==> src/rtl/pid_multi_ch.sv <==
// pid_multi_ch: NUM_CH PID loops that share one time-multiplexed multiplier,
// configured and observed through an Avalon-MM slave register file.
//
// Each sample_tick starts a round. Every channel in turn goes through
// ERR -> PROP -> INTG -> DERV -> SUM. All outputs are then published
// together in DONE.
//
// Optional build macro:
//   PID_ANTIWINDUP_EN - conditional integration. When defined, the integrator
//                       is not updated on a sample whose unclamped output
//                       falls outside the DATA_W range.
//
// Ports:
//   clk_clk, reset_reset_n   clock, asynchronous active-low reset
//   avs_*                    Avalon-MM slave (6-bit word address, readdata
//                            one cycle after avs_read, no waitrequest)
//   sample_tick              one-cycle pulse that starts a round
//   meas_in                  packed signed measurements, ch0 in the LSBs
//   ctrl_out                 packed signed controller outputs
//   out_valid                one-cycle pulse when ctrl_out updates
//   busy                     a round is in progress
//   irq                      done_flag & irq_en
module pid_multi_ch #(
    parameter int NUM_CH    = 4,
    parameter int DATA_W    = 16,
    parameter int COEF_W    = 16,
    parameter int FRAC_BITS = 8,
    parameter int ACC_W     = 40
) (
    input  logic                     clk_clk,
    input  logic                     reset_reset_n,
    input  logic [5:0]               avs_address,
    input  logic                     avs_read,
    input  logic                     avs_write,
    input  logic [31:0]              avs_writedata,
    output logic [31:0]              avs_readdata,
    input  logic                     sample_tick,
    input  logic [NUM_CH*DATA_W-1:0] meas_in,
    output logic [NUM_CH*DATA_W-1:0] ctrl_out,
    output logic                     out_valid,
    output logic                     busy,
    output logic                     irq
);

    localparam int EW  = DATA_W + 1;              // error width
    localparam int PW  = COEF_W + DATA_W + 2;     // product width
    localparam int CIW = (NUM_CH > 1) ? $clog2(NUM_CH) : 1;

    localparam logic signed [ACC_W:0] Y_MAX = {{(ACC_W-DATA_W+2){1'b0}}, {(DATA_W-1){1'b1}}};
    localparam logic signed [ACC_W:0] Y_MIN = ~Y_MAX;

    typedef enum logic [2:0] {StIdle, StErr, StProp, StIntg, StDerv, StSum, StDone} state_e;

    // Register file
    logic signed [DATA_W-1:0] sp_q    [NUM_CH];
    logic signed [DATA_W-1:0] sp_d    [NUM_CH];
    logic signed [COEF_W-1:0] kp_q    [NUM_CH];
    logic signed [COEF_W-1:0] kp_d    [NUM_CH];
    logic signed [COEF_W-1:0] ki_q    [NUM_CH];
    logic signed [COEF_W-1:0] ki_d    [NUM_CH];
    logic signed [COEF_W-1:0] kd_q    [NUM_CH];
    logic signed [COEF_W-1:0] kd_d    [NUM_CH];
    logic [NUM_CH-1:0]        en_q, en_d;
    logic                     overrun_q, overrun_d;
    logic                     done_q, done_d;
    logic                     irq_en_q, irq_en_d;

    // Per-channel loop state
    logic signed [ACC_W-1:0]  integ_q  [NUM_CH];
    logic signed [ACC_W-1:0]  integ_d  [NUM_CH];
    logic signed [EW-1:0]     eprev_q  [NUM_CH];
    logic signed [EW-1:0]     eprev_d  [NUM_CH];
    logic signed [DATA_W-1:0] shadow_q [NUM_CH];
    logic signed [DATA_W-1:0] shadow_d [NUM_CH];
    logic signed [DATA_W-1:0] out_q    [NUM_CH];
    logic signed [DATA_W-1:0] out_d    [NUM_CH];
    logic signed [DATA_W-1:0] meas_q   [NUM_CH];
    logic signed [DATA_W-1:0] meas_d   [NUM_CH];

    // Round sequencing and datapath
    state_e                   state_q, state_d;
    logic [CIW-1:0]           ch_q, ch_d;
    logic signed [EW-1:0]     e_q, e_d;
    logic signed [COEF_W-1:0] kp_s_q, kp_s_d, ki_s_q, ki_s_d, kd_s_q, kd_s_d;
    logic                     en_s_q, en_s_d;
    logic signed [ACC_W-1:0]  acc_q, acc_d;
    logic signed [ACC_W-1:0]  integ_n_q, integ_n_d;
    logic                     busy_q, busy_d;
    logic                     out_valid_q, out_valid_d;
    logic [31:0]              rdata_q, rdata_d;

    // Shared multiplier and combinational arithmetic
    logic signed [COEF_W-1:0] mul_a;
    logic signed [DATA_W+1:0] mul_b;
    logic signed [PW-1:0]     mul_p;
    logic signed [ACC_W-1:0]  mul_ext;
    logic signed [EW-1:0]     eprev_cur;
    logic signed [ACC_W-1:0]  integ_cur;
    logic signed [DATA_W+1:0] e_diff;
    logic signed [ACC_W:0]    isum;
    logic signed [ACC_W-1:0]  integ_sat;
    logic signed [ACC_W:0]    tot;
    logic signed [ACC_W:0]    ysh;
    logic                     y_hi, y_lo;
    logic signed [DATA_W-1:0] y_sat;

    // Bus decode
    logic [2:0]               a_ch;
    logic [2:0]               a_off;
    logic [CIW-1:0]           a_idx;
    logic                     a_in_ch;
    logic                     a_glb;
    logic signed [63:0]       integ_rd_w;
    logic [31:0]              rd_mux;
    logic                     ovr_set, done_set;
    logic                     unused_ok;

    assign a_ch    = avs_address[5:3];
    assign a_off   = avs_address[2:0];
    assign a_idx   = avs_address[3+CIW-1:3];
    assign a_in_ch = int'(a_ch) < NUM_CH;
    assign a_glb   = (a_ch == 3'd7);

    assign eprev_cur = eprev_q[ch_q];
    assign integ_cur = integ_q[ch_q];
    assign e_diff    = {e_q[EW-1], e_q} - {eprev_cur[EW-1], eprev_cur};

    always_comb begin
        mul_a = '0;
        mul_b = '0;
        unique case (state_q)
            StProp: begin
                mul_a = kp_s_q;
                mul_b = {e_q[EW-1], e_q};
            end
            StIntg: begin
                mul_a = ki_s_q;
                mul_b = {e_q[EW-1], e_q};
            end
            StDerv: begin
                mul_a = kd_s_q;
                mul_b = e_diff;
            end
            default: ;
        endcase
    end

    assign mul_p   = mul_a * mul_b;
    assign mul_ext = ACC_W'(mul_p);

    // Integrator update, clamped to the accumulator range
    assign isum      = {integ_cur[ACC_W-1], integ_cur} + {mul_ext[ACC_W-1], mul_ext};
    assign integ_sat = (isum[ACC_W] != isum[ACC_W-1]) ?
                       {isum[ACC_W], {(ACC_W-1){~isum[ACC_W]}}} : isum[ACC_W-1:0];

    // Output: (acc + integ_n) >>> FRAC_BITS, clamped to DATA_W
    assign tot   = {acc_q[ACC_W-1], acc_q} + {integ_n_q[ACC_W-1], integ_n_q};
    assign ysh   = tot >>> FRAC_BITS;
    assign y_hi  = ysh > Y_MAX;
    assign y_lo  = ysh < Y_MIN;
    assign y_sat = y_hi ? {1'b0, {(DATA_W-1){1'b1}}} :
                   y_lo ? {1'b1, {(DATA_W-1){1'b0}}} : ysh[DATA_W-1:0];

    always_comb begin
        sp_d        = sp_q;
        kp_d        = kp_q;
        ki_d        = ki_q;
        kd_d        = kd_q;
        en_d        = en_q;
        integ_d     = integ_q;
        eprev_d     = eprev_q;
        shadow_d    = shadow_q;
        out_d       = out_q;
        meas_d      = meas_q;
        state_d     = state_q;
        ch_d        = ch_q;
        e_d         = e_q;
        kp_s_d      = kp_s_q;
        ki_s_d      = ki_s_q;
        kd_s_d      = kd_s_q;
        en_s_d      = en_s_q;
        acc_d       = acc_q;
        integ_n_d   = integ_n_q;
        busy_d      = busy_q;
        out_valid_d = 1'b0;
        done_set    = 1'b0;
        ovr_set     = sample_tick && (state_q != StIdle);

        unique case (state_q)
            StIdle: begin
                if (sample_tick) begin
                    for (int c = 0; c < NUM_CH; c++) begin
                        meas_d[c] = meas_in[c*DATA_W +: DATA_W];
                    end
                    ch_d    = '0;
                    busy_d  = 1'b1;
                    state_d = StErr;
                end
            end
            StErr: begin
                e_d     = {sp_q[ch_q][DATA_W-1], sp_q[ch_q]}
                        - {meas_q[ch_q][DATA_W-1], meas_q[ch_q]};
                kp_s_d  = kp_q[ch_q];
                ki_s_d  = ki_q[ch_q];
                kd_s_d  = kd_q[ch_q];
                en_s_d  = en_q[ch_q];
                state_d = StProp;
            end
            StProp: begin
                acc_d   = mul_ext;
                state_d = StIntg;
            end
            StIntg: begin
                integ_n_d = integ_sat;
                state_d   = StDerv;
            end
            StDerv: begin
                acc_d   = acc_q + mul_ext;
                state_d = StSum;
            end
            StSum: begin
                if (en_s_q) begin
                    shadow_d[ch_q] = y_sat;
                    eprev_d[ch_q]  = e_q;
`ifdef PID_ANTIWINDUP_EN
                    if (!(y_hi || y_lo)) begin
                        integ_d[ch_q] = integ_n_q;
                    end
`else
                    integ_d[ch_q] = integ_n_q;
`endif
                end else begin
                    shadow_d[ch_q] = '0;
                    integ_d[ch_q]  = '0;
                    eprev_d[ch_q]  = '0;
                end
                if (ch_q == CIW'(NUM_CH - 1)) begin
                    state_d = StDone;
                end else begin
                    ch_d    = ch_q + CIW'(1);
                    state_d = StErr;
                end
            end
            StDone: begin
                out_d       = shadow_q;
                out_valid_d = 1'b1;
                done_set    = 1'b1;
                busy_d      = 1'b0;
                state_d     = StIdle;
            end
            default: state_d = StIdle;
        endcase

        // Bus writes come after the round update so that clr_integ beats SUM
        if (avs_write && a_in_ch) begin
            case (a_off)
                3'd0: sp_d[a_idx] = avs_writedata[DATA_W-1:0];
                3'd1: kp_d[a_idx] = avs_writedata[COEF_W-1:0];
                3'd2: ki_d[a_idx] = avs_writedata[COEF_W-1:0];
                3'd3: kd_d[a_idx] = avs_writedata[COEF_W-1:0];
                3'd6: begin
                    en_d[a_idx] = avs_writedata[0];
                    if (avs_writedata[1]) begin
                        integ_d[a_idx] = '0;
                        eprev_d[a_idx] = '0;
                    end
                end
                default: ;
            endcase
        end
    end

    // Status bits: a hardware set in the same cycle beats the W1C clear
    always_comb begin
        overrun_d = overrun_q;
        done_d    = done_q;
        irq_en_d  = irq_en_q;
        if (avs_write && a_glb && (a_off == 3'd0)) begin
            overrun_d = overrun_q & ~avs_writedata[1];
            done_d    = done_q & ~avs_writedata[2];
        end
        if (avs_write && a_glb && (a_off == 3'd1)) begin
            irq_en_d = avs_writedata[0];
        end
        if (ovr_set) begin
            overrun_d = 1'b1;
        end
        if (done_set) begin
            done_d = 1'b1;
        end
    end

    assign integ_rd_w = 64'(integ_q[a_idx]) >>> FRAC_BITS;

    always_comb begin
        rd_mux = '0;
        if (a_in_ch) begin
            case (a_off)
                3'd0: rd_mux = 32'(sp_q[a_idx]);
                3'd1: rd_mux = 32'(kp_q[a_idx]);
                3'd2: rd_mux = 32'(ki_q[a_idx]);
                3'd3: rd_mux = 32'(kd_q[a_idx]);
                3'd4: rd_mux = 32'(out_q[a_idx]);
                3'd5: rd_mux = integ_rd_w[31:0];
                3'd6: rd_mux = {31'd0, en_q[a_idx]};
                default: rd_mux = '0;
            endcase
        end else if (a_glb) begin
            case (a_off)
                3'd0: rd_mux = {29'd0, done_q, overrun_q, busy_q};
                3'd1: rd_mux = {31'd0, irq_en_q};
                default: rd_mux = '0;
            endcase
        end
        rdata_d = avs_read ? rd_mux : rdata_q;
    end

    always_ff @(posedge clk_clk or negedge reset_reset_n) begin
        if (!reset_reset_n) begin
            for (int c = 0; c < NUM_CH; c++) begin
                sp_q[c]     <= '0;
                kp_q[c]     <= '0;
                ki_q[c]     <= '0;
                kd_q[c]     <= '0;
                integ_q[c]  <= '0;
                eprev_q[c]  <= '0;
                shadow_q[c] <= '0;
                out_q[c]    <= '0;
                meas_q[c]   <= '0;
            end
            en_q        <= '0;
            overrun_q   <= 1'b0;
            done_q      <= 1'b0;
            irq_en_q    <= 1'b0;
            state_q     <= StIdle;
            ch_q        <= '0;
            e_q         <= '0;
            kp_s_q      <= '0;
            ki_s_q      <= '0;
            kd_s_q      <= '0;
            en_s_q      <= 1'b0;
            acc_q       <= '0;
            integ_n_q   <= '0;
            busy_q      <= 1'b0;
            out_valid_q <= 1'b0;
            rdata_q     <= '0;
        end else begin
            sp_q        <= sp_d;
            kp_q        <= kp_d;
            ki_q        <= ki_d;
            kd_q        <= kd_d;
            integ_q     <= integ_d;
            eprev_q     <= eprev_d;
            shadow_q    <= shadow_d;
            out_q       <= out_d;
            meas_q      <= meas_d;
            en_q        <= en_d;
            overrun_q   <= overrun_d;
            done_q      <= done_d;
            irq_en_q    <= irq_en_d;
            state_q     <= state_d;
            ch_q        <= ch_d;
            e_q         <= e_d;
            kp_s_q      <= kp_s_d;
            ki_s_q      <= ki_s_d;
            kd_s_q      <= kd_s_d;
            en_s_q      <= en_s_d;
            acc_q       <= acc_d;
            integ_n_q   <= integ_n_d;
            busy_q      <= busy_d;
            out_valid_q <= out_valid_d;
            rdata_q     <= rdata_d;
        end
    end

    always_comb begin
        ctrl_out = '0;
        for (int c = 0; c < NUM_CH; c++) begin
            ctrl_out[c*DATA_W +: DATA_W] = out_q[c];
        end
    end

    assign avs_readdata = rdata_q;
    assign out_valid    = out_valid_q;
    assign busy         = busy_q;
    assign irq          = done_q & irq_en_q;

    assign unused_ok = ^{avs_writedata, integ_rd_w[63:32]};

endmodule

==> config.mk <==
export PLATFORM = sky130hd
export DESIGN_NAME = pid_multi_ch
export DESIGN_NICKNAME = d
export VERILOG_FILES = /design/src/rtl/pid_multi_ch.sv
export SDC_FILE = /design/constraint.sdc
export NUM_CORES = 2
export LEC_CHECK = 0
export BUFFER_PORTS_ARGS = -buffer_cell sky130_fd_sc_hd__clkbuf_2
export CAP_MARGIN = 10
export CORE_ASPECT_RATIO = 1.25
export CORE_MARGIN = 2
export CORE_UTILIZATION = 60
export DETAILED_ROUTE_END_ITERATION = 10
export GPL_TIMING_DRIVEN = 1
export HOLD_SLACK_MARGIN = 0.05
export MAX_ROUTING_LAYER = met4
export PLACE_DENSITY = 0.77
export SLEW_MARGIN = 0
export SYNTH_ARGS = -nofsm -noshare
export SYNTH_HDL_FRONTEND = slang
export SYNTH_SLANG_ARGS = --single-unit
export TNS_END_PERCENT = 1
==> constraint.sdc <==
create_clock -name clk_clk -period 25 [get_ports clk_clk]
set_clock_uncertainty 0.2 [all_clocks]
set_input_delay 5 -clock clk_clk [delete_from_list [all_inputs] [get_ports clk_clk]]
set_output_delay 5 -clock clk_clk [all_outputs]
set_load 0.02 [all_outputs]
==> flow_summary_export.csv <==
group,metric,value,unit
timing,setup_repair_after_global_routing_missed_its_margin,"no",
setup_path,worst_case_register_to_register_setup_slack,8980,ps
status,result_of_the_run,"completed",
clocking,cts_num_sinks,868,
setup_path,timing.critical_path.required,25340,ps
min_path,hp-class,"reg -> reg",
die,starting_utilization_of_the_core_area,0.6068,
die,coreArea,0.09769,mm2
grt,largest_net_degree_at_the_start_of_global_routing,180,
logic_synthesis,post_synth_num_cell_types,94,
die,die-height,355.4,um
timing,maxSlewViolCount,0,
place,post_dp_cell_area,0.06120,mm2
logic_synthesis,post_synth_instance_area,0.05928,mm2
timing,finalHoldViolCount,0,
setup_path,worst_path_arrival,16360,ps
setup_path,timing.rr.end,"integ_n_q[1]",
pwr,power.share.clock,0.168,
clocking,post_cts_hold_buffer_count,0,
place,place.port_buffers,189,
clocking,cts-resized-gates,0,
detailed_routing,initialDrtViolationCount,4723,
setup_path,critPathMaxFanout,46,
die,design.die.area,0.1013,mm2
setup_path,setup.worst_path.class,"reg -> reg",
detailed_routing,via_count,46650,
logic_synthesis,synth_nets,6521,
clocking,clkLatencyLatePin,670,ps
setup_path,critical_path_slowest_stage_cell,"sky130_fd_sc_hd__dfrtp_4",
clocking,clock_path_buffers,3,
setup_path,worstSetupStartpointType,"register",
detailed_routing,drc,0,
cells_and_area,final_cell_area,0.06412,mm2
min_path,min_delay_worst_endpoint,"ctrl_out[0]",
logic_synthesis,synth_area_leader_cell,"sky130_fd_sc_hd__dfrtp_1",
grt,first_global_vias,47630,
logic_synthesis,synth_top_area_frac,0.3664,
timing,finalCritPeriodShare,0.6410,
grt,gr-total-overflow,0,
detailed_routing,routed_via_density,6.433,
logic_synthesis,synth-async-reset-ratio,1.000,
place,gp_congestion,0.9823,
place,dpl.hpwl,120700,um
die,die_width,285.1,um
run,max-cap-violations,0,
place,dp_slack,9164,ps
timing,worst_case_headroom_to_the_max_slew_limit,0.1449,
min_path,worst_hold_startpoint,"shadow_q[48]",
clocking,tritoncts.num_buffers,86,
grt,global_route_wire_length_before_repair,270500,um
die,pin_count,206,
pwr,share_comb_of_total_power,0.553,
setup_path,reg2reg_from,"ch_q[0]",
timing,worst_slew_pin_slew,1279,ps
logic_synthesis,postSynth.topFlopCell,"sky130_fd_sc_hd__dfrtp_1",
pwr,sequentialPowerShare,0.279,
timing,setup_ws,8976,ps
cells_and_area,area_growth_syn_to_layout,8.166,%
timing,fin_tns_setup,0,ps
setup_path,largest_stage_delay_on_the_critical_path,1090,ps
setup_path,crit_path_frequent_cell,"sky130_fd_sc_hd__o21a_1",
die,num_rows,128,
setup_path,critPathCaptureType,"register",
pwr,p_switching,3.627,mW
pwr,sw_frac_of_total,0.4554,
pwr,power_leakage,30.38,nW
grt,track_usage,0.3546,
clocking,tritoncts,"done",
detailed_routing,routed_wirelength,173100,um
logic_synthesis,synth_enable_flop_cells,0,
clocking,clock_pin_slew_on_the_worst_setup_and_hold_paths,70,ps
logic_synthesis,synth_area_leaders,"sky130_fd_sc_hd__dfrtp_1 (37%), sky130_fd_sc_hd__mux4_2 (9.9%), sky130_fd_sc_hd__fa_1 (9.7%), sky130_fd_sc_hd__nand2_1 (6.3%), sky130_fd_sc_hd__mux2_2 (6.2%)",
cells_and_area,fin_nets,6516,
detailed_routing,routed_wire_length_per_instance,23.86,um
cells_and_area,final_layout_size_suffix_gt1_frac,0.1796,
grt,grt_antenna_before_repair,7,
logic_synthesis,ys_seq_area_frac,0.3664,
pwr,irDropWorstVdd,0.08183,mV
timing,setup_viol,0,
timing,finalCriticalPeriod,16020,ps
logic_synthesis,synth.ff_latch_count,868,
pwr,internal-power,4.337,mW
min_path,worst_hold_path.num_cells,2,
place,dp.cells,7093,
timing,max_freq,62.40,MHz
logic_synthesis,number_of_instances_in_the_synthesized_netlist,5886,
clocking,ctsHtreeMaxLevel,3,
logic_synthesis,ys.warnings.count,0,
logic_synthesis,syn_avg_cell_area,10.07,um2
clocking,cts_setup_buffers,0,
pwr,power_per_cell_area,124.2,mW/mm2
detailed_routing,firstDrtPassIters,6,
setup_path,worst-r2r-cell-count,51,
clocking,root_buffer,"sky130_fd_sc_hd__clkbuf_16",
detailed_routing,drt.antenna.violating_nets,0,
cells_and_area,stdcell_count,7252,
-- power by group through the flow --
stage	combinational, mW	clock, mW	sequential (mW)
floorplan	3.25	0	2.07
global placement	4.21	0	2.21
detailed placement	4.31	0	2.23
CTS	4.34	1.35	2.21
global route	4.81	1.40	2.27
finish	4.40	1.34	2.22
-- metal layers --
metal  vias up  routed length, um  GRT usage
li1      20370                  -          -
met1     23450              64470     0.4359
met2      2273              82790     0.5513
met3       553              15560    0.07865
met4         0              10230     0.1888
met5         -                  0          -
-- cells in the final DEF (no fill, tap or decap), types with 18 or more instances in the layout --
| master | instances |
|---|---|
| sky130_fd_sc_hd__xnor2_1 | 100 |
| sky130_fd_sc_hd__nand2_1 | 991 |
| sky130_fd_sc_hd__mux2i_1 | 27 |
| sky130_fd_sc_hd__nand2b_1 | 43 |
| sky130_fd_sc_hd__clkbuf_2 | 186 |
| sky130_fd_sc_hd__inv_1 | 439 |
| sky130_fd_sc_hd__fa_1 | 287 |
| sky130_fd_sc_hd__xor2_1 | 48 |
| sky130_fd_sc_hd__a22oi_1 | 27 |
| sky130_fd_sc_hd__nor2_1 | 327 |
| sky130_fd_sc_hd__o21ai_0 | 198 |
| sky130_fd_sc_hd__and3_1 | 25 |
| sky130_fd_sc_hd__nor2b_1 | 26 |
| sky130_fd_sc_hd__o22ai_1 | 37 |
| sky130_fd_sc_hd__clkbuf_16 | 87 |
| sky130_fd_sc_hd__o21bai_1 | 28 |
| sky130_fd_sc_hd__dfrtp_1 | 865 |
| sky130_fd_sc_hd__o21ai_1 | 44 |
| sky130_fd_sc_hd__clkbuf_8 | 22 |
| sky130_fd_sc_hd__buf_4 | 77 |
| sky130_fd_sc_hd__ha_1 | 241 |
| sky130_fd_sc_hd__a21oi_1 | 411 |
| sky130_fd_sc_hd__nor3_1 | 31 |
| sky130_fd_sc_hd__a31oi_1 | 24 |
| sky130_fd_sc_hd__a21o_1 | 85 |
| sky130_fd_sc_hd__mux4_2 | 261 |
| sky130_fd_sc_hd__nand3_1 | 280 |
| sky130_fd_sc_hd__clkbuf_1 | 18 |
| sky130_fd_sc_hd__o31ai_1 | 23 |
| sky130_fd_sc_hd__o21a_1 | 39 |
| sky130_fd_sc_hd__mux2_2 | 329 |
-- cells by family (layout without fill, tap and decap cells) --
kind of cell / Yosys count / count (layout) / share of synthesized area
and+or+nand+nor: 1839 / 1839 / 0.1325
other: 0 / 5 / 0
xor gates and xnor gates: 148 / 148 / 0.02187
AOI/OAI and AO/OA: 1083 / 1083 / 0.1134
adders and majority gates: 528 / 528 / 0.1478
DFF: 868 / 868 / 0.3664
buffers and inverters: 803 / 864 / 0.05182
muxes: 617 / 617 / 0.1662
-- cell usage after synthesis (7+ instances only) --
cell	number
sky130_fd_sc_hd__ha_1	241
sky130_fd_sc_hd__nor3_1	35
sky130_fd_sc_hd__a211o_1	11
sky130_fd_sc_hd__and3_1	25
sky130_fd_sc_hd__or3_1	16
sky130_fd_sc_hd__a22o_1	11
sky130_fd_sc_hd__a21oi_1	411
sky130_fd_sc_hd__o21ai_1	44
sky130_fd_sc_hd__or2_2	10
sky130_fd_sc_hd__nand4_1	16
sky130_fd_sc_hd__a211oi_1	17
sky130_fd_sc_hd__buf_1	65
sky130_fd_sc_hd__o21ai_0	198
sky130_fd_sc_hd__a31oi_1	24
sky130_fd_sc_hd__nand3_1	280
sky130_fd_sc_hd__xor2_1	48
sky130_fd_sc_hd__fa_1	287
sky130_fd_sc_hd__a32oi_1	8
sky130_fd_sc_hd__nand2_1	996
sky130_fd_sc_hd__nor3b_1	11
sky130_fd_sc_hd__inv_1	440
sky130_fd_sc_hd__clkbuf_1	278
sky130_fd_sc_hd__nor2_1	333
sky130_fd_sc_hd__o22ai_1	37
sky130_fd_sc_hd__o21ai_2	10
sky130_fd_sc_hd__and2_1	13
sky130_fd_sc_hd__o41ai_1	7
sky130_fd_sc_hd__mux2_2	329
sky130_fd_sc_hd__nand2b_1	43
sky130_fd_sc_hd__mux4_2	261
sky130_fd_sc_hd__o31ai_1	23
sky130_fd_sc_hd__buf_2	10
sky130_fd_sc_hd__a21boi_0	14
sky130_fd_sc_hd__a22oi_1	27
sky130_fd_sc_hd__xnor2_1	100
sky130_fd_sc_hd__dfrtp_1	868
sky130_fd_sc_hd__a21o_1	85
sky130_fd_sc_hd__a221o_1	8
sky130_fd_sc_hd__o21a_1	39
sky130_fd_sc_hd__o21bai_1	28
sky130_fd_sc_hd__o211ai_1	12
sky130_fd_sc_hd__mux2i_1	27
sky130_fd_sc_hd__nor2b_1	28
-- worst max path at each step --
stage / startpoint / end / depth (start not counted)
after floorplan: ch_q[0] / integ_n_q[11] / 52
after global placement: ch_q[0] / integ_n_q[34] / 51
after detailed placement: ch_q[0] / integ_n_q[34] / 50
after CTS: ch_q[0] / integ_n_q[1] / 51
after global routing: ch_q[0] / integ_n_q[1] / 50
final: ch_q[0] / integ_n_q[1] / 51
-- worst max-delay path: cells and delay by family (launching register included) --
family | cells | cell delay (ps)
buffers and inverters | 7 | 1440
xor gates and xnor gates | 1 | 340
DFF | 1 | 1090
muxes | 1 | 640
adders and majority gates | 9 | 4070
AOI/OAI and AO/OA | 25 | 6200
and+or+nand+nor | 8 | 1900
-- metrics by stage --
stage                     total power, mW  utilization  hold WS, ps
after global routing                8.491       0.6563        284.1
after floorplan                     5.323            -        238.6
after CTS                           7.903       0.6562        265.8
after detailed placement            6.540       0.6265        256.0
after global placement              6.418       0.6265        246.2
final                               7.963       0.6563        263.6
-- state kept, by name, indices dropped and copies added, names as in the netlist, 40 cells and up --
| register | count |
|---|---|
| shadow_q | 64 |
| ctrl_out | 64 |
| sp_q | 64 |
| acc_q | 40 |
| kd_q | 64 |
| integ_q | 160 |
| kp_q | 64 |
| meas_q | 64 |
| eprev_q | 68 |
| ki_q | 64 |
| integ_n_q | 40 |
-- layout make-up --
type,instances,area [um2]
Sequential cell,868,21730
Fill cell,7630,33570
Multi-Input combinational cell,4215,34600
Antenna cell,5,12.51
Timing Repair Buffer,267,1578
Tap cell,1300,1627
Clock buffer,126,2534
Clock inverter,28,371.6
Inverter,443,1663
(Power assumes the default switching activity.)
